==> src/rtl/snake_dir_ctrl.sv <==
// Snake direction input stage: 2-flop sync + debounce per button, reversal/repeat filter, 2-deep turn queue.
// Optional pause button and output enabled by defining DIR_PAUSE_EN.
module snake_dir_ctrl #(
    parameter int DEBOUNCE_CYCLES = 16,
    parameter int CNT_W           = 5
) (
    input  logic clk,
    input  logic reset,
    input  logic btn_l,
    input  logic btn_r,
    input  logic btn_u,
    input  logic btn_d,
`ifdef DIR_PAUSE_EN
    input  logic btn_p,
    output logic paused,
`endif
    input  logic tick,
    output logic l,
    output logic r,
    output logic u,
    output logic d,
    output logic q_full
);

    // Direction codes are chosen so that the reverse heading is the code with bit 0 flipped.
    localparam logic [1:0] DIR_R = 2'd0;
    localparam logic [1:0] DIR_L = 2'd1;
    localparam logic [1:0] DIR_U = 2'd2;
    localparam logic [1:0] DIR_D = 2'd3;

`ifdef DIR_PAUSE_EN
    localparam int NB = 5;
`else
    localparam int NB = 4;
`endif

    logic [NB-1:0]    w_raw;
    logic [NB-1:0]    r_s1, r_s2, r_clean, r_clean_d;
    logic [CNT_W-1:0] r_cnt [NB];
    logic [CNT_W-1:0] w_cnt_next [NB];
    logic [NB-1:0]    w_clean_next;
    logic [NB-1:0]    w_press;

`ifdef DIR_PAUSE_EN
    assign w_raw = {btn_p, btn_d, btn_u, btn_l, btn_r};
`else
    assign w_raw = {btn_d, btn_u, btn_l, btn_r};
`endif

    genvar gi;
    generate
        for (gi = 0; gi < NB; gi++) begin : g_btn
            logic w_diff;
            logic w_done;
            assign w_diff = r_s2[gi] ^ r_clean[gi];
            assign w_done = w_diff && (r_cnt[gi] == CNT_W'(DEBOUNCE_CYCLES - 1));
            assign w_cnt_next[gi]   = (w_diff && !w_done) ? r_cnt[gi] + 1'b1 : '0;
            assign w_clean_next[gi] = w_done ? r_s2[gi] : r_clean[gi];
            assign w_press[gi]      = r_clean[gi] & ~r_clean_d[gi];
        end
    endgenerate

    always_ff @(posedge clk) begin
        if (reset) begin
            r_s1      <= '0;
            r_s2      <= '0;
            r_clean   <= '0;
            r_clean_d <= '0;
            for (int i = 0; i < NB; i++) r_cnt[i] <= '0;
        end else begin
            r_s1      <= w_raw;
            r_s2      <= r_s1;
            r_clean   <= w_clean_next;
            r_clean_d <= r_clean;
            for (int i = 0; i < NB; i++) r_cnt[i] <= w_cnt_next[i];
        end
    end

    logic [1:0] r_cur, r_q0, r_q1, r_qcnt;
    logic [3:0] r_out;
    logic       r_qfull;
    logic       w_paused, w_paused_next;

`ifdef DIR_PAUSE_EN
    logic r_paused;
    always_ff @(posedge clk) begin
        if (reset) r_paused <= 1'b0;
        else       r_paused <= w_paused_next;
    end
    assign w_paused      = r_paused;
    assign w_paused_next = r_paused ^ w_press[4];
    assign paused        = r_paused;
`else
    assign w_paused      = 1'b0;
    assign w_paused_next = 1'b0;
`endif

    logic       w_req_valid, w_accept, w_pop, w_push;
    logic [1:0] w_req, w_ref, w_cur_next, w_q0_next, w_q1_next, w_qcnt_next;

    always_comb begin
        w_req_valid = |w_press[3:0];
        if (w_press[2])      w_req = DIR_U;
        else if (w_press[3]) w_req = DIR_D;
        else if (w_press[1]) w_req = DIR_L;
        else                 w_req = DIR_R;

        // Compare against where the snake will be heading once queued turns have been applied.
        case (r_qcnt)
            2'd0:    w_ref = r_cur;
            2'd1:    w_ref = r_q0;
            default: w_ref = r_q1;
        endcase

        w_accept = w_req_valid && !w_paused && (w_req != w_ref) && (w_req != {w_ref[1], ~w_ref[0]});
        w_pop    = tick && (r_qcnt != 2'd0) && !w_paused;
        w_push   = w_accept && ((r_qcnt != 2'd2) || w_pop);

        w_cur_next  = r_cur;
        w_q0_next   = r_q0;
        w_q1_next   = r_q1;
        w_qcnt_next = r_qcnt;
        if (w_pop) begin
            w_cur_next  = r_q0;
            w_q0_next   = r_q1;
            w_qcnt_next = r_qcnt - 2'd1;
        end
        if (w_push) begin
            if (w_qcnt_next == 2'd0) w_q0_next = w_req;
            else                     w_q1_next = w_req;
            w_qcnt_next = w_qcnt_next + 2'd1;
        end
    end

    always_ff @(posedge clk) begin
        if (reset) begin
            r_cur   <= DIR_R;
            r_q0    <= DIR_R;
            r_q1    <= DIR_R;
            r_qcnt  <= 2'd0;
            r_qfull <= 1'b0;
            r_out   <= 4'b0001;
        end else begin
            r_cur   <= w_cur_next;
            r_q0    <= w_q0_next;
            r_q1    <= w_q1_next;
            r_qcnt  <= w_qcnt_next;
            r_qfull <= (w_qcnt_next == 2'd2);
            r_out   <= w_paused_next ? 4'b0000 : (4'b0001 << w_cur_next);
        end
    end

    assign r      = r_out[0];
    assign l      = r_out[1];
    assign u      = r_out[2];
    assign d      = r_out[3];
    assign q_full = r_qfull;

endmodule

==> config.mk <==
export PLATFORM = sky130hd
export DESIGN_NAME = snake_dir_ctrl
export DESIGN_NICKNAME = d
export VERILOG_FILES = /design/src/rtl/snake_dir_ctrl.sv
export SDC_FILE = /design/constraint.sdc
export NUM_CORES = 1
export LEC_CHECK = 0
export ABC_AREA = 1
export CORE_ASPECT_RATIO = 2
export CORE_MARGIN = 2
export CORE_UTILIZATION = 50
export CTS_CLUSTER_DIAMETER = 100
export DETAILED_ROUTE_END_ITERATION = 8
export PLACE_DENSITY = 0.69
export SLEW_MARGIN = 20
export SYNTH_ARGS = -nofsm -noshare
export SYNTH_HDL_FRONTEND = slang
export SYNTH_SLANG_ARGS = --single-unit
==> constraint.sdc <==
create_clock -name clk -period 1.9 [get_ports clk]
set_clock_uncertainty 0.05 [all_clocks]
set_input_delay 0.38 -clock clk [delete_from_list [all_inputs] [get_ports clk]]
set_output_delay 0.38 -clock clk [all_outputs]
set_load 0.05 [all_outputs]
=== Word-level counts from Yosys, hierarchy flattened ===
Memories as Yosys holds them, arrays and structs flattened.
Cells that the tools add are included.

* Logic and storage cells: 91
* Flip-flop bits (word level): 29
* Memory bits (writable): 20
* Memories: 1
* Memory bits (read-only): 0
* Bits in latches: 0
* Output and inout port bits: 5

{| class="wikitable"
|+ Memories
! memory !! depth !! width !! read ports !! clocked after memory_dff !! write ports !! RTL line !! source
|-
| r_cnt || 4 || 5 || 4 || 0 || 4 || 39 || <nowiki>logic [CNT_W-1:0] r_cnt [NB];</nowiki>
|}

* Order comparisons: 0
* Bitwise logic cells: 18
* Div/mod/pow operators: 0
* Multiply operators: 0
* Add/subtract/negate cells: 6
* Equal/unequal tests: 9
* Reductions and logical operators: 22
* Mux-type cells: 21
* Shifts and indexed selects: 1

{| class="wikitable"
|+ Operator list
! operator !! count
|-
| $mux W5 || 8
|-
| $add A5 B1 Y5 const B || 4
|-
| $eq A5 B4 Y1 const B || 4
|-
| $mux W2 || 8
|-
| $logic_and A1 B1 Y1 || 12
|-
| $not A1 Y1 || 6
|-
| $and A1 B1 Y1 || 4
|-
| $logic_not A1 Y1 || 4
|-
| $logic_not A2 Y1 || 2
|-
| $mux W1 || 4
|-
| $ne A2 B2 Y1 || 2
|-
| $or A1 B1 Y1 || 4
|-
| $pmux W2 S2 || 1
|-
| $reduce_or A4 Y1 || 1
|-
| $shl A1 B2 Y4 const A || 1
|-
| $xor A1 B1 Y1 || 4
|-
| $add A2 B1 Y2 const B || 1
|-
| $eq A2 B1 Y1 const B || 1
|-
| $eq A2 B2 Y1 const B || 1
|-
| $ne A2 B2 Y1 const B || 1
|-
| $reduce_and A2 Y1 || 1
|-
| $reduce_bool A2 Y1 || 1
|-
| $sub A2 B1 Y2 const B || 1
|-
| $logic_or A1 B1 Y1 || 1
|}

=== Depth between registers and ports, before layout ===
* Depth in word-level cells: 11
* Depth in mapped cells: 11
* Depth with buffers taken out: 11

=== Worst setup path before layout ===
Ideal clock, no wire load.

* Path kind: register to register
* Start: register r_qcnt[0]
* End: register r_q0[0]
* Setup slack: 0.194 ns
* Setup time: 0.070 ns
* Cell stages (with the launch flop): 12
* Required time: 1.780 ns
* Arrival time: 1.587 ns
* Period minus slack after synthesis: 1.706 ns
* Path buffers: 0
* Cells stage by stage: dfxtp_1 -> inv_1 -> ha_1 -> inv_2 -> nand2_4 -> xor2_2 -> ha_1 -> inv_1 -> nand2_1 -> nand2_1 -> nand3_1 -> a21oi_1

* Word-level cells in the longest chain between the ends: 7
* Elaborated cells between the ends (all ways): 19

{| class="wikitable"
|+ RTL lines
! element !! RTL line !! source
|-
| start: declaration || 79 || <nowiki>logic [1:0] r_cur, r_q0, r_q1, r_qcnt;</nowiki>
|-
| start signal: assignment || 147 || <nowiki>r_qcnt <= w_qcnt_next;</nowiki>
|-
| $eq A2 B1 Y1 / $logic_not A2 Y1 (equally long branches) || 109 || <nowiki>case (r_qcnt)</nowiki>
|-
| $pmux W2 S2 || 109 ||
|-
| $ne A2 B2 Y1 / $not A1 Y1 (equally long branches) || 115 || <nowiki>w_accept = w_req_valid && !w_paused && (w_req != w_ref) && (w_req != {w_ref[1], ~w_ref[0]});</nowiki>
|-
| $logic_and A1 B1 Y1 / $ne A2 B2 Y1 (equally long branches) || 115 ||
|-
| $logic_and A1 B1 Y1 || 115 ||
|-
| $logic_and A1 B1 Y1 || 117 || <nowiki>w_push = w_accept && ((r_qcnt != 2'd2) || w_pop);</nowiki>
|-
| $mux W2 (*) || 128 || <nowiki>if (w_push) begin</nowiki>
|-
| end signal: assignment || 145 || <nowiki>r_q0 <= w_q0_next;</nowiki>
|-
| end: declaration || 79 ||
|}

Every way passes the cells marked *; elsewhere a longest branch is shown, timed or not.
A chain may end at the register's enable or synchronous reset.

=== Worst setup path after layout ===
* Start: register r_out[3]
* End: output port d

{| class="wikitable"
|+ RTL lines
! element !! RTL line !! source
|-
| start: declaration || 80 || <nowiki>logic [3:0] r_out;</nowiki>
|-
| start signal: assignment || 149 || <nowiki>r_out <= w_paused_next ? 4'b0000 : (4'b0001 << w_cur_next);</nowiki>
|-
| end: declaration || 21 || <nowiki>output logic d,</nowiki>
|}

No word-level cell between the ends.

==> reports/results.ini <==
[place]
dpl.hpwl_mm=2.469
port_buffers=11
place_area_um2=2305
place_congestion=0.8617
place_inst=316

[power_and_ir_drop]
clkPwrFrac_pct=27.9
p_int_w=0.001630
p_leak_nw=1.020
power_switching_w=0.0006477
p_sw_share_pct=28.43
ir_worst_vdd_mv=1.092
share_comb_of_total_power_pct=24.3
p_per_area_nw_per_um2=944.9
seqPwrFrac_pct=47.8

[setup_path]
arrival_ns=1.40
critical_path_class=flop to output pin
cp-endpoint=d
critPathTopFamily=buffers and inverters
cp_cell_sequence=clkdlybuf4s50_1
r2r_cells=11
start_kind=flop
r2r_slack_ns=0.17
critical_path.slowest_cell=clkdlybuf4s50_1
end_kind=output pin
r2r-start=r_qcnt[1]$_SDFF_PP0_
worstPathMaxFanout=1
r2r_end=r_q1[0]$_SDFFE_PP0P_
crit_start=r_out[3]$_SDFF_PP0_
worstPathRequired_ns=1.47
crit_buf_inv=1
path_depth=1
cpPeakStageDelay_ns=0.79

[routing]
wl_per_cell_um=9.778
viasPerCell=4.651
antenna_left=0
num_vias=1507
dr.first_iter.drc_count=15
drt_wl_total_mm=3.168
drcViolationCount=0
drtPass1Iterations=4

[logic_synthesis]
yosys.cell_types.count=30
ys_warn_count=0
synth-simple-area-share_pct=24.34
synth_compound_area_share_pct=9.736
synth_ff_type=dfxtp_1
async_flop_share_pct=0
synth-xor-area-share_pct=0.7813
muxShareOfSynthArea_pct=0.9615
synth_cells=246
ys_seq_elements=49
syn_nets=265
netlist_area_um2=2082
synth_top_family_by_area=simple AND/OR/NAND/NOR gates
synth-edff-count=0
seq_area_frac_synth_pct=47.12
synthAdderAreaFrac_pct=7.212
avgSynthCellArea_um2=8.463

[clocking]
cts_resized=0
post-cts-setup-buffer-count=0
cts_tree=done
h-tree-depth=2
clk_pin_slew_worst_paths_ns=0.08
clock_latency_ns=0.29
holdBufCountCts=0
clock-root-buffer=clkbuf_8
clock-sinks=49
cts_buffers=5
clk_path_buf_depth=2

[sta]
final_hold_viol_count=0
min_period_ns=1.834
finalCritPeriodShare_pct=96.55
max_clock_freq_mhz=545.1
worst_slew_pin_slew_ns=0.4898
drv_slew=0
slew_headroom_pct=67.24
setup_viol=0

[floorplan]
die_area_um2=4728
num_rows=33
core-area_um2=4046
ios=12
die_x_um=49.63
start_util_pct=51.45
die_h_um=95.26

[job]
max-cap-violations=0

[global_routing]
grt_usage_pct=14.94
grt_max_degree=19
antenna_found_initial=0
grt_overflow_total=0
grt_pass1_vias=1375
grt_pass1_wl_mm=5.333

[finish]
final_cell_count_no_fill=324
mostFrequentLayoutCells=dfxtp_1, inv_1, nor2_1
num-fill-cells=404
final_common_cell=dfxtp_1
seq_area_um2=980.9
antenna_cells=0
drive_gt1_share_pct=16.18
syn_to_final_growth_pct=15.81
final_area_um2=2411
final_nets=290
multi_input_area_um2=900.9

[min_path]
hp-start=r_s1[2]$_SDFF_PP0_
hold_class=flop to flop

[outcome]
status=complete, no violations

## per-layer routing
metal | routed length, µm | vias to the layer above | track usage, % | share of wire (%)
met4 | 89 | 0 | 8.333 | 2.8
met1 | 1178 | 672 | 12.35 | 37
met5 | 0 | - | 0 | 0
li1 | - | 814 | - | -
met2 | 1841 | 14 | 30.33 | 58
met3 | 58 | 7 | 3.762 | 1.8
## power by group through the flow
stage / Combinational, W / Sequential [W] / Clock, W
floorplan: 0.000336 / 0.00114 / 0
global placement: 0.000543 / 0.00111 / 0
detailed placement: 0.000551 / 0.00111 / 0
CTS: 0.000555 / 0.00109 / 0.000665
global route: 0.000624 / 0.00109 / 0.000706
finish: 0.000554 / 0.00109 / 0.000635
## layout make-up
type / count / area share, %
Clock inverter: 1 / 0.2076
Multi-Input combinational cell: 146 / 37.36
Timing Repair Buffer: 21 / 7.577
Sequential cell: 49 / 40.69
Clock buffer: 7 / 3.996
Inverter: 48 / 7.473
Tap cell: 52 / 2.698
## per-stage QoR
step / setup WS, ns / hold slack, ns / total power [W] / utilization [%] / setup TNS (ns)
5_1_grt: -0.0004277 / 0.3707 / 0.002423 / 59.59 / -0.0004277
3_5_place_dp: -0.1084 / 0.3426 / 0.001665 / 56.96 / -0.4910
3_3_place_gp: -0.05502 / 0.3389 / 0.001656 / 56.96 / -0.1690
4_1_cts: 0.04918 / 0.3573 / 0.002309 / 59.46 / 0
6_report: 0.06554 / 0.3541 / 0.002278 / 59.59 / 0
2_1_floorplan: 0.1937 / 0.3383 / 0.001480 / - / 0
## cell families after synthesis
kind of cell             after synthesis
flip-flops                            49
multiplexers                           2
buffers and inverters                 51
AND/OR/NAND/NOR                       99
AO/OA/AOI/OAI                         32
adder cells (fa/ha/maj)               12
XOR/XNOR                               1
## Yosys cell counts (all sizes together), types with 3 or more instances
library cell | number | area [µm²]
a21oi | 15 | 75.07
inv | 48 | 180.2
o21bai | 3 | 22.52
nand4 | 4 | 25.02
o21ai | 9 | 48.80
nor2 | 43 | 171.4
dfxtp | 49 | 980.9
nand3 | 11 | 85.08
nor3b | 4 | 30.03
ha | 12 | 150.1
nand2 | 35 | 183.9
o211ai | 4 | 48.79
## sequential cells by signal, summed over array words and instances, names as in the netlist
name       cells
r_cnt         20
r_clean        4
r_clean_d      4
r_out          4
r_s1           4
r_s2           4
r_cur          2
r_q0           2
r_q1           2
r_qcnt         2
q_full         1
## worst min-delay path by stage
stage	depth (start not counted)	end
finish	2	r_s2[2]$_SDFF_PP0_
global route	2	r_s2[0]$_SDFF_PP0_
CTS	2	r_s2[1]$_SDFF_PP0_
detailed placement	2	r_s2[3]$_SDFF_PP0_
global placement	2	r_s2[1]$_SDFF_PP0_
floorplan	2	r_s2[0]$_SDFF_PP0_
Note: power is estimated with default switching activity, not from simulation.
